File: src/rtl/cmp_slice_accum_if.sv
// Slice-stream interface between the 2-bit comparator side (master) and the
// sequential magnitude accumulator (slave).
interface cmp_slice_accum_if;
    logic start;
    logic in_valid;
    logic in_l;
    logic in_e;
    logic in_g;
    logic in_ready;
    logic busy;
    logic done;
    logic res_l;
    logic res_e;
    logic res_g;
    logic err;

    modport master (
        output start, in_valid, in_l, in_e, in_g,
        input  in_ready, busy, done, res_l, res_e, res_g, err
    );

    modport slave (
        input  start, in_valid, in_l, in_e, in_g,
        output in_ready, busy, done, res_l, res_e, res_g, err
    );
endinterface

File: src/rtl/cmp_slice_accum.sv
// Sequential wide-operand magnitude accumulator. Consumes one less/equal/greater
// triple per accepted beat, most significant slice first; the first non-equal
// slice decides the result. After NSLICE beats the result is presented on
// registered outputs with a one-cycle done pulse and held until the next start.
module cmp_slice_accum #(
    parameter int NSLICE = 4
) (
    input  logic              clk,
    input  logic              rst_n,
    cmp_slice_accum_if.slave  bus
);
    localparam int CW = $clog2(NSLICE + 1);

    typedef enum logic [1:0] {ST_IDLE, ST_RUN, ST_DONE} state_t;
    typedef enum logic [1:0] {ACC_EQ, ACC_LT, ACC_GT}   acc_t;

    state_t         r_state;
    acc_t           r_acc;
    logic           r_decided;
    logic           r_err;
    logic [CW-1:0]  r_cnt;
    logic           r_in_ready;
    logic           r_busy;
    logic           r_done;
    logic [2:0]     r_res;

    logic [2:0]     w_flags;
    logic           w_onehot;
    logic           w_last;
    acc_t           w_acc_next;
    logic           w_decided_next;
    logic           w_err_next;

    // Result encoding (l,e,g); an error during the comparison invalidates it.
    function automatic logic [2:0] encode(input acc_t a, input logic e);
        logic [2:0] r;
        r = 3'b010;
        if (e) begin
            r = 3'b000;
        end else if (a == ACC_LT) begin
            r = 3'b100;
        end else if (a == ACC_GT) begin
            r = 3'b001;
        end
        return r;
    endfunction

    assign w_flags  = {bus.in_l, bus.in_e, bus.in_g};
    assign w_onehot = (w_flags == 3'b100) || (w_flags == 3'b010) || (w_flags == 3'b001);
    assign w_last   = (r_cnt == CW'(NSLICE - 1));

    // Outcome of the current beat: first non-equal slice decides, bad triples flag err.
    always_comb begin
        // NOTE: every combinational output gets a default first so no latch is inferred.
        w_acc_next     = r_acc;
        w_decided_next = r_decided;
        w_err_next     = r_err;
        if (!w_onehot) begin
            w_err_next = 1'b1;
        end else if (!r_decided) begin
            if (bus.in_l) begin
                w_acc_next     = ACC_LT;
                w_decided_next = 1'b1;
            end else if (bus.in_g) begin
                w_acc_next     = ACC_GT;
                w_decided_next = 1'b1;
            end
        end
    end

    // Control FSM with registered status outputs and result capture.
    always_ff @(posedge clk) begin
        if (!rst_n) begin
            // NOTE: state is updated with non-blocking assignments so every register
            // samples pre-edge values regardless of statement order.
            r_state    <= ST_IDLE;
            r_acc      <= ACC_EQ;
            r_decided  <= 1'b0;
            r_err      <= 1'b0;
            r_cnt      <= '0;
            r_in_ready <= 1'b0;
            r_busy     <= 1'b0;
            r_done     <= 1'b0;
            r_res      <= 3'b000;
        end else begin
            case (r_state)
                ST_IDLE: begin
                    if (bus.start) begin
                        r_state    <= ST_RUN;
                        r_acc      <= ACC_EQ;
                        r_decided  <= 1'b0;
                        r_err      <= 1'b0;
                        r_cnt      <= '0;
                        r_res      <= 3'b000;
                        r_in_ready <= 1'b1;
                        r_busy     <= 1'b1;
                    end
                end
                ST_RUN: begin
                    if (bus.in_valid) begin
                        r_acc     <= w_acc_next;
                        r_decided <= w_decided_next;
                        r_err     <= w_err_next;
                        r_cnt     <= r_cnt + CW'(1);
                        if (w_last) begin
                            r_state    <= ST_DONE;
                            r_in_ready <= 1'b0;
                            r_done     <= 1'b1;
                            r_res      <= encode(w_acc_next, w_err_next);
                        end
                    end
                end
                ST_DONE: begin
                    r_state <= ST_IDLE;
                    r_done  <= 1'b0;
                    r_busy  <= 1'b0;
                end
                default: begin
                    r_state    <= ST_IDLE;
                    r_in_ready <= 1'b0;
                    r_busy     <= 1'b0;
                    r_done     <= 1'b0;
                end
            endcase
        end
    end

    assign bus.in_ready = r_in_ready;
    assign bus.busy     = r_busy;
    assign bus.done     = r_done;
    assign bus.res_l    = r_res[2];
    assign bus.res_e    = r_res[1];
    assign bus.res_g    = r_res[0];
    assign bus.err      = r_err;
endmodule

File: src/flat_wrapper.sv
// flat-port wrapper written by rule: the top's interface ports become plain ports
module cmp_slice_accum_flat 
#(
    parameter int NSLICE = 4
)
  (clk, rst_n, bus_start, bus_in_valid, bus_in_l, bus_in_e, bus_in_g, bus_in_ready, bus_busy, bus_done, bus_res_l, bus_res_e, bus_res_g, bus_err);
  cmp_slice_accum_if bus_i ();
  input  logic clk;
  input  logic rst_n;
  input wire logic [$bits(bus_i.start)-1:0] bus_start;
  input wire logic [$bits(bus_i.in_valid)-1:0] bus_in_valid;
  input wire logic [$bits(bus_i.in_l)-1:0] bus_in_l;
  input wire logic [$bits(bus_i.in_e)-1:0] bus_in_e;
  input wire logic [$bits(bus_i.in_g)-1:0] bus_in_g;
  output wire logic [$bits(bus_i.in_ready)-1:0] bus_in_ready;
  output wire logic [$bits(bus_i.busy)-1:0] bus_busy;
  output wire logic [$bits(bus_i.done)-1:0] bus_done;
  output wire logic [$bits(bus_i.res_l)-1:0] bus_res_l;
  output wire logic [$bits(bus_i.res_e)-1:0] bus_res_e;
  output wire logic [$bits(bus_i.res_g)-1:0] bus_res_g;
  output wire logic [$bits(bus_i.err)-1:0] bus_err;
  assign bus_i.start = bus_start;
  assign bus_i.in_valid = bus_in_valid;
  assign bus_i.in_l = bus_in_l;
  assign bus_i.in_e = bus_in_e;
  assign bus_i.in_g = bus_in_g;
  assign bus_in_ready = bus_i.in_ready;
  assign bus_busy = bus_i.busy;
  assign bus_done = bus_i.done;
  assign bus_res_l = bus_i.res_l;
  assign bus_res_e = bus_i.res_e;
  assign bus_res_g = bus_i.res_g;
  assign bus_err = bus_i.err;
  cmp_slice_accum #(.NSLICE(NSLICE)) u_core (.clk(clk), .rst_n(rst_n), .bus(bus_i));
endmodule
File: config.mk
export PLATFORM = sky130hd
export DESIGN_NAME = cmp_slice_accum_flat
export DESIGN_NICKNAME = d
export VERILOG_FILES = /design/src/rtl/cmp_slice_accum_if.sv /design/src/rtl/cmp_slice_accum.sv /design/src/flat_wrapper.sv
export SDC_FILE = /design/constraint.sdc
export NUM_CORES = 1
export LEC_CHECK = 0
export ABC_CLOCK_PERIOD_IN_PS = 1700
export CAP_MARGIN = 40
export CORE_UTILIZATION = 44
export CTS_CLUSTER_SIZE = 14
export DETAILED_ROUTE_END_ITERATION = 6
export GPL_TIMING_DRIVEN = 0
export PLACE_DENSITY = 0.83
export SYNTH_ARGS = -nofsm -noshare
export SYNTH_HDL_FRONTEND = slang
export SYNTH_SLANG_ARGS = --single-unit
File: constraint.sdc
create_clock -name clk -period 1.7 [get_ports clk]
set_clock_uncertainty 0.1 [all_clocks]
set_input_delay 0.34 -clock clk [delete_from_list [all_inputs] [get_ports clk]]
set_output_delay 0.34 -clock clk [all_outputs]
set_load 0.01 [all_outputs]
==> flow_summary_export.csv, run 1 <==
group,metric,value,unit
timing,fin_ws,54.4,ps
drt,wl_met1,698,um
synth,synth_edf_count,0,
layout,final_cell_count_no_fill,119,
timing,hold_viol_final,0,
layout,num_antenna_cells,0,
synth,ys_ff_latch,15,
critical_path,critPathMaxStageDelay,540,ps
grt,grt_usage,17.2,%
timing,fin_crit,1650,ps
place,port_buffers,13,
synth,synthesis.nets,96,
grt,antenna_found_initial,0,
critical_path,cp_slowest_cell,"clkdlybuf4s50_1",
cts,hold_buffers,0,
critical_path,required,1260,ps
place,dpl_worst_slack,-670,ps
pwr,max-vdd-ir-drop,0.000457,V
cts,clkTransAtPathRegs,90,ps
timing,fmax,608,MHz
drt,drtPass1Iterations,4,
cts,cts_tree,"built",
run,max_cap_violations,0,
drt,dr_total_vias,638,
die,fp.dieH,43.1,um
critical_path,worst_setup_path_end_kind,"primary output",
drt,wl_met2,592,um
synth,yosysWarnings,0,
die,initial_core_util,48.2,%
drt,drc_errors,0,
place,place_hpwl,992,um
timing,fin_hold_ws,356,ps
drt,drtIter0Drc,12,
synth,synth.cell_area,743,um2
die,die_area,1860,um2
drt,totalWireLength,1.39,mm
drt,routed_via_density,5.36,
timing,rsz0062_at_grt,"yes",
die,dieWidth,43.1,um
place,dp_cells,114,
critical_path,arrival,1210,ps
cts,clkLatencyLatePin,290,ps
synth,synth-async-reset-ratio,0,%
die,num_rows,14,
cts,clock_path_buffers,2,
layout,mostFrequentLayoutCells,"13 x inv_1, 13 x dfxtp_1, 10 x clkdlybuf4s50_1",
grt,grt_max_degree,11,
timing,tightestPinTransition,349,ps
place,gp_congestion,0.783,
grt,grt_pass1_wl,2.39,mm
cts,cts.sinks,15,
die,pin_count,14,
drt,route.met3.wl,60,um
synth,yosysUniqueCellTypes,30,
critical_path,cp-start-kind,"flop",
layout,drive_gt1_share,19.4,%
critical_path,crit_chain,"clkdlybuf4s50_1",
drt,highest_layer,"met4",
pwr,powerDensity,711,nW/um2
synth,syn_avg_cell_area,8.74,um2
layout,finish.instance_area,960,um2
pwr,power,0.683,mW
critical_path,timing.critical_path.buf_inv,1,
worst_hold_path,hp-class,"reg -> reg",
critical_path,critical_path.max_fanout,6,
synth,synthCells,85,
status,outcome,"finished, final reports clean",
critical_path,cp_top_family,"buffers and inverters",
layout,finalNetCount,115,
drt,ant_nets,0,
timing,setup_viol,0,
drt,drt-wirelength-per-cell,11.7,um
grt,grt_overflow,0,
pwr,power_leakage,0.373,nW
die,design.core.area,1540,um2
timing,relSlewSlack,76.6,%
cts,cts_root_buf,"clkbuf_4",
synth,yosysSeqAreaShare,40.4,%
timing,fin_crit_sh,96.8,%
layout,areaGrowthSynthToFinish,29.1,%
cts,cts_buffers,3,
cts,cts_max_level,1,
place,dpl-instance-area,893,um2
critical_path,critPathKind,"reg -> out",
grt,grt_pass1_vias,605,
synth,synthFlopType,"dfxtp_1",
timing,slew_violations,0,
==> worst min-delay path, cell delays in order, from the launching register on <==
cell	delay [ps]
dfxtp_1	320
inv_1	40
a21oi_1	50
==> per-stage QoR <==
| stage | utilization [%] | TNS [ps] |
|---|---|---|
| final | 62.3 | 0 |
| after global routing | 62.3 | -40.2 |
| after CTS | 61.1 | 0 |
| after detailed placement | 58.0 | -2440 |
| after global placement | 58.0 | -2390 |
| after floorplan | - | 0 |
==> registers in the layout (all words and copies together) (netlist names) <==
register             cells
u_core.r_cnt             3
u_core.r_res             3
u_core.r_acc             2
u_core.r_state           2
u_core.bus.busy          1
u_core.bus.done          1
u_core.bus.err           1
u_core.bus.in_ready      1
u_core.r_decided         1
==> power breakdown <==
group	leakage, nW	switching [mW]	internal [mW]
logic	0.232	0.0533	0.0518
clock network	0.0177	0.123	0.0876
registers	0.123	0.00705	0.360
total	0.373	0.183	0.500
==> path summary, 6_finish.rpt <==
check | startpoint | end | slack (ps) | cells after the start
hold reg to reg | u_core.bus.done$_SDFFE_PN0P_ | u_core.bus.done$_SDFFE_PN0P_ | 360 | 2
setup reg to reg | u_core.r_decided$_SDFFE_PN0P_ | u_core.r_res[1]$_SDFFE_PN0P_ | 60 | 6
hold / removal | u_core.bus.done$_SDFFE_PN0P_ | u_core.bus.done$_SDFFE_PN0P_ | 360 | 2
setup / recovery | u_core.bus.err$_SDFFE_PN0P_ | bus_err | 50 | 1
==> area by class of cell <==
class                   count  area [um2]
well taps                  16        20.0
fillers                   138         582
plain buffers               1        3.75
clock inverters             1        5.00
inverters                  13        48.8
repair buffers             14         126
flip-flops and latches     15         305
multi-input cells          56         428
clock buffers               3        22.5
==> repair_timing <==
| action | 4_1_cts | 5_1_grt |
|---|---|---|
| setup buffers | 1 | 0 |
| endpoints found under the setup margin | 4 | 2 |
| pin swaps | 2 | 4 |
| resized for setup | 9 | 8 |
==> logic make-up after synthesis <==
group,after synthesis,synth area share [%]
AOI/OAI and AO/OA,24,23.2
and+or+nand+nor,26,20.0
xor gates and xnor gates,1,1.18
buffers and inverters,14,7.07
DFF,15,40.4
adders and majority gates,4,6.73
muxes,1,1.35
==> cell usage after synthesis (2+ instances only) <==
cell	instances	share of area, %
dfxtp_1	15	40
inv_1	13	6.6
a21oi_1	6	4.0
nand2b_1	5	4.2
nor2_1	5	2.5
o32ai_1	5	5.9
ha_1	4	6.7
nand2_1	4	2.0
o21ai_0	3	2.0
a211oi_1	2	2.0
nor2b_1	2	1.7
nor3b_1	2	2.0
o31ai_1	2	2.0
==> metal layers <==
layer	vias to the layer above	global-route usage, %
met5	-	0
met3	5	3.83
met2	15	27.2
met4	0	10.9
li1	337	-
met1	281	20.7
Power figures use the tool's default switching activity.
==> inputs of run 2 (changes only) <==
--- a/config.mk
+++ b/config.mk
@@ -6,11 +6,11 @@
 export NUM_CORES = 1
 export LEC_CHECK = 0
-export ABC_CLOCK_PERIOD_IN_PS = 1700
+export ABC_CLOCK_PERIOD_IN_PS = 1680
 export CAP_MARGIN = 40
-export CORE_UTILIZATION = 44
+export CORE_UTILIZATION = 48
 export CTS_CLUSTER_SIZE = 14
 export DETAILED_ROUTE_END_ITERATION = 6
-export GPL_TIMING_DRIVEN = 0
-export PLACE_DENSITY = 0.83
+export GPL_TIMING_DRIVEN = 1
+export PLACE_DENSITY = 0.85
 export SYNTH_ARGS = -nofsm -noshare
 export SYNTH_HDL_FRONTEND = slang
==> constraint.sdc (replaced) <==
create_clock -name clk -period 1.68 [get_ports clk]
set_clock_uncertainty 0.1 [all_clocks]
set_input_delay 0.336 -clock clk [delete_from_list [all_inputs] [get_ports clk]]
set_output_delay 0.336 -clock clk [all_outputs]
set_load 0.05 [all_outputs]
==> flow_summary_export.csv, run 2 (same netlist as run 1, synthesis figures left out) <==
group,metric,value,unit
layout,layout_commonest_cell,"buf_4",
cts,clkLatencyLatePin,290,ps
critical_path,timing.critical_path.buf_inv,2,
cts,clock_path_buffers,2,
cts,cts_tree,"built",
die,initial_core_util,54.4,%
place,place_hpwl,1.28,mm
timing,relSlewSlack,73.8,%
run,max_cap_violations,0,
critical_path,reg2reg_depth,7,
layout,final_cell_count_no_fill,134,
drt,totalWireLength,2.09,mm
place,dp_cells,127,
layout,drive_gt1_share,36.1,%
timing,setup_viol,3,
timing,fin_hold_ws,363,ps
timing,slew_violations,0,
critical_path,critical_path.max_fanout,3,
grt,grt_max_degree,11,
layout,mostFrequentLayoutCells,"20 x buf_4, 14 x dfxtp_1, 12 x inv_1",
critical_path,critPathKind,"reg -> reg",
drt,ant_nets,0,
drt,drtIter0Drc,27,
die,pin_count,14,
cts,clkTransAtPathRegs,90,ps
die,design.core.area,1370,um2
die,num_rows,13,
grt,grt_overflow,0,
cts,hold_buffers,0,
drt,drtPass1Iterations,4,
status,violations,"negative setup slack",
grt,grt_pass1_wl,2.65,mm
pwr,power_leakage,0.487,nW
place,dpl-instance-area,1010,um2
critical_path,crit_chain,"or3b_4 > a21oi_2 > buf_4 > nor2_1 > ha_1 > inv_1 > o32ai_1",
critical_path,arrival,1800,ps
die,die_area,1710,um2
place,port_buffers,13,
critical_path,setup.worst_path.start,"u_core.r_decided$_SDFFE_PN0P_",
die,fp.dieH,41.4,um
timing,fin_ws,-64.5,ps
timing,fin_crit,1740,ps
layout,num_antenna_cells,0,
drt,drt-wirelength-per-cell,15.6,um
layout,areaGrowthSynthToFinish,52.7,%
critical_path,rr_startpoint,"u_core.r_decided$_SDFFE_PN0P_",
cts,cts_root_buf,"clkbuf_4",
cts,cts.sinks,15,
pwr,powerDensity,668,nW/um2
critical_path,cp-start-kind,"flop",
layout,finalNetCount,131,
layout,top_regs,"u_core.r_cnt (3), u_core.r_res (3)",
critical_path,required,1740,ps
critical_path,worst_setup_path_end_kind,"flop",
die,dieWidth,41.4,um
drt,dr_total_vias,757,
timing,fin_crit_sh,104,%
place,gp_congestion,0.750,
critical_path,cp_top_family,"simple AND/OR/NAND/NOR gates",
drt,drc_errors,0,
status,outcome,"finished, violations left",
timing,tightestPinTransition,391,ps
drt,routed_via_density,5.65,
critical_path,rrSetupSlack,-60,ps
critical_path,crit_cells,7,
worst_hold_path,hp-class,"reg -> reg",
layout,finish.instance_area,1130,um2
pwr,max-vdd-ir-drop,0.000636,V
grt,antenna_found_initial,0,
critical_path,endpoint,"u_core.r_res[2]$_SDFFE_PN0P_",
grt,grt_pass1_vias,635,
place,dpl_worst_slack,-548,ps
critical_path,r2r_end,"u_core.r_res[2]$_SDFFE_PN0P_",
timing,hold_viol_final,0,
cts,cts_max_level,1,
critical_path,cp_slowest_cell,"or3b_4",
critical_path,critPathMaxStageDelay,380,ps
grt,grt_usage,25.2,%
timing,fmax,573,MHz
cts,cts_buffers,3,
## run 2: worst min-delay path: stages (launching register included)
cell and delay (ps):
dfxtp_1 330, inv_1 50, a21oi_1 50
## run 2: cell type report
class                      count  area [um2]
clock buffer                   3        22.5
clock inverter                 1        5.00
fill                          90         231
inverter                      13        48.8
multi-input combinational     56         450
sequential                    15         304
tap                           15        18.8
timing repair buffer          31         285
## run 2: worst min-delay path by stage
stage	from	endpoint	slack, ps	depth (start not counted)
2_1_floorplan	u_core.r_cnt[0]$_SDFFE_PN0P_	u_core.r_cnt[0]$_SDFFE_PN0P_	340	1
3_3_place_gp	u_core.bus.done$_SDFFE_PN0P_	u_core.bus.done$_SDFFE_PN0P_	340	2
3_5_place_dp	u_core.bus.busy$_SDFFE_PN0P_	u_core.bus.busy$_SDFFE_PN0P_	350	2
4_1_cts	u_core.bus.busy$_SDFFE_PN0P_	u_core.bus.busy$_SDFFE_PN0P_	370	2
5_1_grt	u_core.bus.busy$_SDFFE_PN0P_	u_core.bus.busy$_SDFFE_PN0P_	390	2
6_report	u_core.bus.busy$_SDFFE_PN0P_	u_core.bus.busy$_SDFFE_PN0P_	360	2
## run 2: stage by stage
step | utilization, % | TNS [ps] | total power, mW
floorplan | - | 0 | 0.454
global placement | 74.1 | -2150 | 0.530
detailed placement | 74.1 | -2410 | 0.534
CTS | 78.8 | 0 | 0.746
global route | 83.1 | -132 | 0.787
finish | 83.1 | -89.5 | 0.758
## run 2: timing repair
action                     4_1_cts  5_1_grt
gates resized for setup          7       13
setup buffers                    3        0
setup endpoints to repair        3        3
pin swaps                        3        7
## run 2: layer usage
metal | GRT usage [%] | wire length [um]
met5 | 0 | 0
met4 | 14.5 | 82
met3 | 3.19 | 63
met2 | 48.0 | 1080
met1 | 26.0 | 862
## run 2: power breakdown
part | switching, mW | total (mW) | internal, mW
Clock | 0.120 | 0.209 | 0.0886
Sequential | 0.0116 | 0.376 | 0.364
Combinational | 0.0846 | 0.173 | 0.0880
Total | 0.217 | 0.758 | 0.541
==> inputs of run 3 (changes only) <==
Settings changed: ABC_CLOCK_PERIOD_IN_PS 1680 to 1700, SETUP_SLACK_MARGIN set to 0.05.
Clock period 1.68 ns to 1.7 ns, I/O delays scaled along.
==> flow_summary_export.csv, run 3 (same netlist as run 1, synthesis figures left out) <==
group,metric,value,unit
place,place_hpwl,1.36,mm
timing,fmax,612,MHz
timing,hold_viol_final,0,
cts,clock_path_buffers,2,
critical_path,r2r_end,"u_core.r_res[0]$_SDFFE_PN0P_",
drt,routed_via_density,5.50,
die,num_rows,13,
timing,tightestPinTransition,279,ps
layout,finalNetCount,129,
critical_path,required,1800,ps
cts,clkTransAtPathRegs,90,ps
status,outcome,"finished, final reports clean",
layout,layout_commonest_cell,"buf_4",
place,dpl-instance-area,992,um2
worst_hold_path,holdPathStages,2,
layout,top_regs,"u_core.r_cnt (3), u_core.r_res (3)",
grt,grt_usage,25.4,%
cts,cts.sinks,15,
die,initial_core_util,54.4,%
cts,clkLatencyLatePin,280,ps
layout,fill_cells,86,
cts,cts_buffers,3,
layout,areaGrowthSynthToFinish,50.3,%
timing,slew_violations,0,
die,die_area,1710,um2
die,design.core.area,1370,um2
run,max_cap_violations,0,
timing,setup_viol,0,
die,fp.dieH,41.4,um
critical_path,critPathKind,"reg -> reg",
timing,finalSetupTns,0,ps
grt,grt_pass1_wl,2.76,mm
drt,drtPass1Iterations,4,
layout,mostFrequentLayoutCells,"19 x buf_4, 14 x dfxtp_1, 10 x inv_1",
drt,drc_errors,0,
die,dieWidth,41.4,um
critical_path,reg2reg_depth,6,
critical_path,worst_setup_path_end_kind,"flop",
critical_path,rr_startpoint,"u_core.r_decided$_SDFFE_PN0P_",
drt,drtIter0Drc,12,
timing,rsz0062_at_grt,"yes",
timing,fin_crit_sh,96.2,%
critical_path,rrSetupSlack,70,ps
layout,finish.instance_area,1120,um2
drt,dr_total_vias,726,
critical_path,cp-start-kind,"flop",
pwr,powerDensity,657,nW/um2
worst_hold_path,min-delay-start,"u_core.bus.busy$_SDFFE_PN0P_",
layout,num_antenna_cells,0,
cts,cts_tree,"built",
grt,grt_max_degree,11,
grt,grt_overflow,0,
layout,drive_gt1_share,37.6,%
grt,grt_pass1_vias,681,
timing,relSlewSlack,81.4,%
drt,ant_nets,0,
place,port_buffers,13,
die,pin_count,14,
place,gp_congestion,0.747,
worst_hold_path,hp-class,"reg -> reg",
cts,cts_max_level,1,
drt,drt-wirelength-per-cell,13.9,um
critical_path,arrival,1740,ps
cts,cts_root_buf,"clkbuf_4",
worst_hold_path,holdPathEnd,"u_core.bus.busy$_SDFFE_PN0P_",
cts,hold_buffers,0,
pwr,power,0.734,mW
timing,fin_crit,1630,ps
pwr,max-vdd-ir-drop,0.000535,V
pwr,power_leakage,0.463,nW
critical_path,critical_path.max_fanout,4,
drt,totalWireLength,1.83,mm
grt,antenna_found_initial,0,
[run 3: cell count changes in the layout (fill, tap and decap cells not counted), sizes merged]
cell | previous run | this run
clkbuf | 3 | 4
buf | 25 | 23
dlymetal6s2s | 1 | 0
dlygate4sd2 | 1 | 2
clkinv | 1 | 0
[run 3: per-stage QoR]
stage / cells / util (%) / hold slack (ps) / setup WS, ps
finish: 132 / 81.8 / 355 / 65.2
global route: 132 / 81.8 / 393 / 26.6
CTS: 132 / 77.8 / 355 / 61.9
detailed placement: 126 / 72.6 / 340 / -529
global placement: 126 / 72.6 / 340 / -485
floorplan: 85 / - / 344 / 59.1
[run 3: worst max-delay path by stage]
stage	startpoint	to	slack [ps]
6_report	u_core.r_decided$_SDFFE_PN0P_	u_core.r_res[0]$_SDFFE_PN0P_	70
5_1_grt	u_core.r_decided$_SDFFE_PN0P_	u_core.r_res[1]$_SDFFE_PN0P_	30
4_1_cts	u_core.r_decided$_SDFFE_PN0P_	u_core.r_res[0]$_SDFFE_PN0P_	60
3_5_place_dp	bus_in_g	u_core.r_res[1]$_SDFFE_PN0P_	-530
3_3_place_gp	bus_in_g	u_core.r_res[0]$_SDFFE_PN0P_	-480
2_1_floorplan	bus_in_e	u_core.r_res[0]$_SDFFE_PN0P_	60
[run 3: repair_timing]
item,CTS,global route
pin swaps,4,5
setup endpoints to repair,5,3
endpoints found under the hold margin,0,0
resized for setup,12,12
gates cloned,0,0
setup buffers,2,0
[run 3: critical path: stages, from the launching register on]
cell     delay (ps)
dfxtp_4         370
or3b_4          390
a22o_1          240
inv_2            70
ha_4            110
inv_1            40
o32ai_2         220
[run 3: final cells by class]
| class | count | area, um2 | share of cell area (%) |
|---|---|---|---|
| Tap cell | 15 | 18.8 | 1.68 |
| Multi-Input combinational cell | 56 | 465 | 41.7 |
| Sequential cell | 15 | 304 | 27.2 |
| Timing Repair Buffer | 29 | 254 | 22.7 |
| Clock buffer | 4 | 26.3 | 2.35 |
| Inverter | 13 | 48.8 | 4.37 |
[run 3: power breakdown]
group          total (mW)  internal (mW)  switching [mW]
Clock               0.204         0.0912           0.113
Sequential          0.370          0.360          0.0101
Combinational       0.161         0.0798          0.0807
[run 3: routing by layer]
| metal | vias up | part of all wire, % | global-route usage [%] |
|---|---|---|---|
| met3 | 6 | 3.2 | 7.98 |
| met4 | 0 | 1.6 | 15.3 |
| met2 | 15 | 53 | 44.9 |
| met1 | 342 | 42 | 25.9 |
| li1 | 363 | - | - |
| met5 | - | 0 | 0 |
==> RTL change, RTL diff (config.mk and constraints of run 1) <==
`NSLICE` is set to 4 in 2 places; all go to 2.
--- a/src/rtl/cmp_slice_accum.sv
+++ b/src/rtl/cmp_slice_accum.sv
@@ -3,7 +3,7 @@
 // slice decides the result. After NSLICE beats the result is presented on
 // registered outputs with a one-cycle done pulse and held until the next start.
 module cmp_slice_accum #(
-    parameter int NSLICE = 4
+    parameter int NSLICE = 2
 ) (
     input  logic              clk,
     input  logic              rst_n,
--- a/src/flat_wrapper.sv
+++ b/src/flat_wrapper.sv
@@ -1,7 +1,7 @@
 // flat-port wrapper written by rule: the top's interface ports become plain ports
 module cmp_slice_accum_flat 
 #(
-    parameter int NSLICE = 4
+    parameter int NSLICE = 2
 )
   (clk, rst_n, bus_start, bus_in_valid, bus_in_l, bus_in_e, bus_in_g, bus_in_ready, bus_busy, bus_done, bus_res_l, bus_res_e, bus_res_g, bus_err);
   cmp_slice_accum_if bus_i ();
Check against the original RTL: not equivalent (a bounded check fails within 4 cycles, from zero or initial values and one cycle with rst_n low).
==> RTL change against run 1 <==
- wire length rose by 5.3%
- utilization fell by 1.0 points
- synthesized cell count fell by 7.1%
- critical endpoint unchanged
- power rose by 0.35%
- register-to-register slack improved by 0.02 ns
- sequential cell count fell by 1
- count of clock-buffer cells in the layout rose by 1
- area after synthesis fell by 5.7%
- global-route usage rose by 1.8 points
- design area fell by 5.0%
- setup slack improved by 0.0075 ns
==> RTL change: results (changes against run 1) <==
| Metric | Value |
|---|---|
| Drt pass-1 iters | 5 (+1) |
| Largest register FFs | 3 |
| Met3 usage | 7.826% (+4.0 points) |
| Nets | 107 (-7.0%) |
| Setup Total Neg Slack | 0 ns (unchanged) |
| Post-CTS setup buffers | 0 (-1) |
| Worst skew pair latency | 0.28 ns |
| N_diodes | 0 (unchanged) |
| Post-DP Area | 850.8 um2 (-4.8%) |
| Top FF cell, synth | dfxtp_1 |
| Crit-path max FO | 4 (-2) |
| Adder-cell area share of the yosys netlist | 5.357% (-1.4 points) |
| Distinct cell type count after synthesis | 30 (unchanged) |
| Pre-CTS setup slack | -0.5464 ns (+0.1239 ns) |
| Worst hold path class | flip-flop to flip-flop |
| First-pass GRT wire length | 2421 um (+1.1%) |
| Crit-path slowest cell | clkdlybuf4s50_1 |
| Multiplexer share of the synthesized area | 0% (-1.3 points) |
| Sequential fraction of the synthesis area | 40.00% (-0.40 points) |
| Vias in the first global route | 556 (-8.1%) |
| Synth Area in Compound Gates | 21.07% (-2.2 points) |
| Final Wtd Congestion | 0.7682 (-1.9%) |
| Cell family with most CP delay | buffers and inverters |
| Syn Area/Cell | 8.869 um2 (+1.4%) |
| TritonCTS Buffers | 3 (unchanged) |
| Via Count | 617 (-3.3%) |
| Sw frac | 24.50% (-2.3 points) |
| Hpwl dp | 1017 um (+2.5%) |
| Global Route Usage Sum | 18.98% (+1.8 points) |
| Max VDD drop | 0.5841 mV (+28%) |
| Max_slew headroom | 72.34% (-4.3 points) |
| Worst path max stage delay | 0.55 ns |
| Clock sink count | 14 (-1) |
| Ys async rst share | 0% (unchanged) |
| Synthesis Warnings | 0 (unchanged) |
| Post-synth top cells | 14 x dfxtp_1, 8 x inv_1, 6 x a21oi_1, 5 x o21ai_0 |
| DRT iter0 DRCs | 5 (-7) |
| Reg clk slew, reported paths | 0.09 ns (about the same) |
| Outcome | complete, no violations |
| Synth Area in XOR/XNOR | 1.250% (+0.072 points) |
| # H-tree levels | 1 (unchanged) |
| Routed wire length | 1461 um (+5.3%) |
| R2R cell count | 6 (unchanged) |
| Ranking of synthesized cells by area | dfxtp_1 40%, ha_1 5.4%, a21oi_1 4.3% |
| WL/cell | 13.04 um (+12%) |
| P_leak | 0.3675 nW (-1.5%) |
| Hold depth | 1 (-1) |
| Mapped Nets | 89 (-7.3%) |
| Routing usage on met1 | 24.04% (+3.4 points) |
| Met2 GRT Util | 29.38% (+2.2 points) |
| Layout cells sized above 1 | 14.58% (-4.8 points) |
[RTL change: cell count changes in the layout (fill, tap and decap cells not counted), sizes merged, moves of 2 or more]
cell / before / now
a211oi: 2 / 0
clkbuf: 6 / 4
inv: 13 / 8
nand2: 4 / 1
nand2b: 5 / 0
nand3: 1 / 3
nor2b: 2 / 4
nor3b: 2 / 4
o21a: 0 / 2
o21ai: 3 / 6
o22ai: 0 / 3
o32ai: 5 / 0
[RTL change: what timing repair did]
action,4_1_cts,5_1_grt
resized for setup,4,5
hold buffers,0,0
hold endpoints to repair,0,0
pin swaps,0,1
setup endpoints to repair,3,1
[RTL change: routing by layer]
metal,wire [um],up-vias
met1,658,281
li1,-,316
met5,0,-
met4,13,0
met3,84,2
met2,704,18
[RTL change: final cells by class]
class | count | area (um2)
fill | 135 | 576.8
clock buffer | 4 | 36.28
buffer | 2 | 12.51
inverter | 8 | 30.03
multi-input combinational | 55 | 400.4
timing repair buffer | 13 | 131.4
tap | 16 | 20.02
sequential | 14 | 281.5
[RTL change: cell families after synthesis]
family / after synthesis
compound gates: 23
xor+xnor: 1
fa+ha+maj: 3
buf+inv: 10
flops: 14
simple gates: 28
[RTL change: power groups by stage]
stage          clock network, mW  logic (mW)  registers, mW
2_1_floorplan                  0      0.0480          0.356
3_3_place_gp                   0      0.0911          0.355
3_5_place_dp                   0      0.0929          0.356
4_1_cts                    0.249      0.0936          0.348
5_1_grt                    0.264       0.107          0.351
6_report                   0.239      0.0975          0.348
[RTL change: final timing paths]
check | start | endpoint | slack [ns]
setup reg to reg | u_core.r_decided | u_core.r_res[1] | 0.08
setup / recovery | u_core.bus.err | bus_err | 0.06
hold / removal | u_core.bus.done | u_core.bus.done | 0.37
hold reg to reg | u_core.bus.done | u_core.bus.done | 0.37
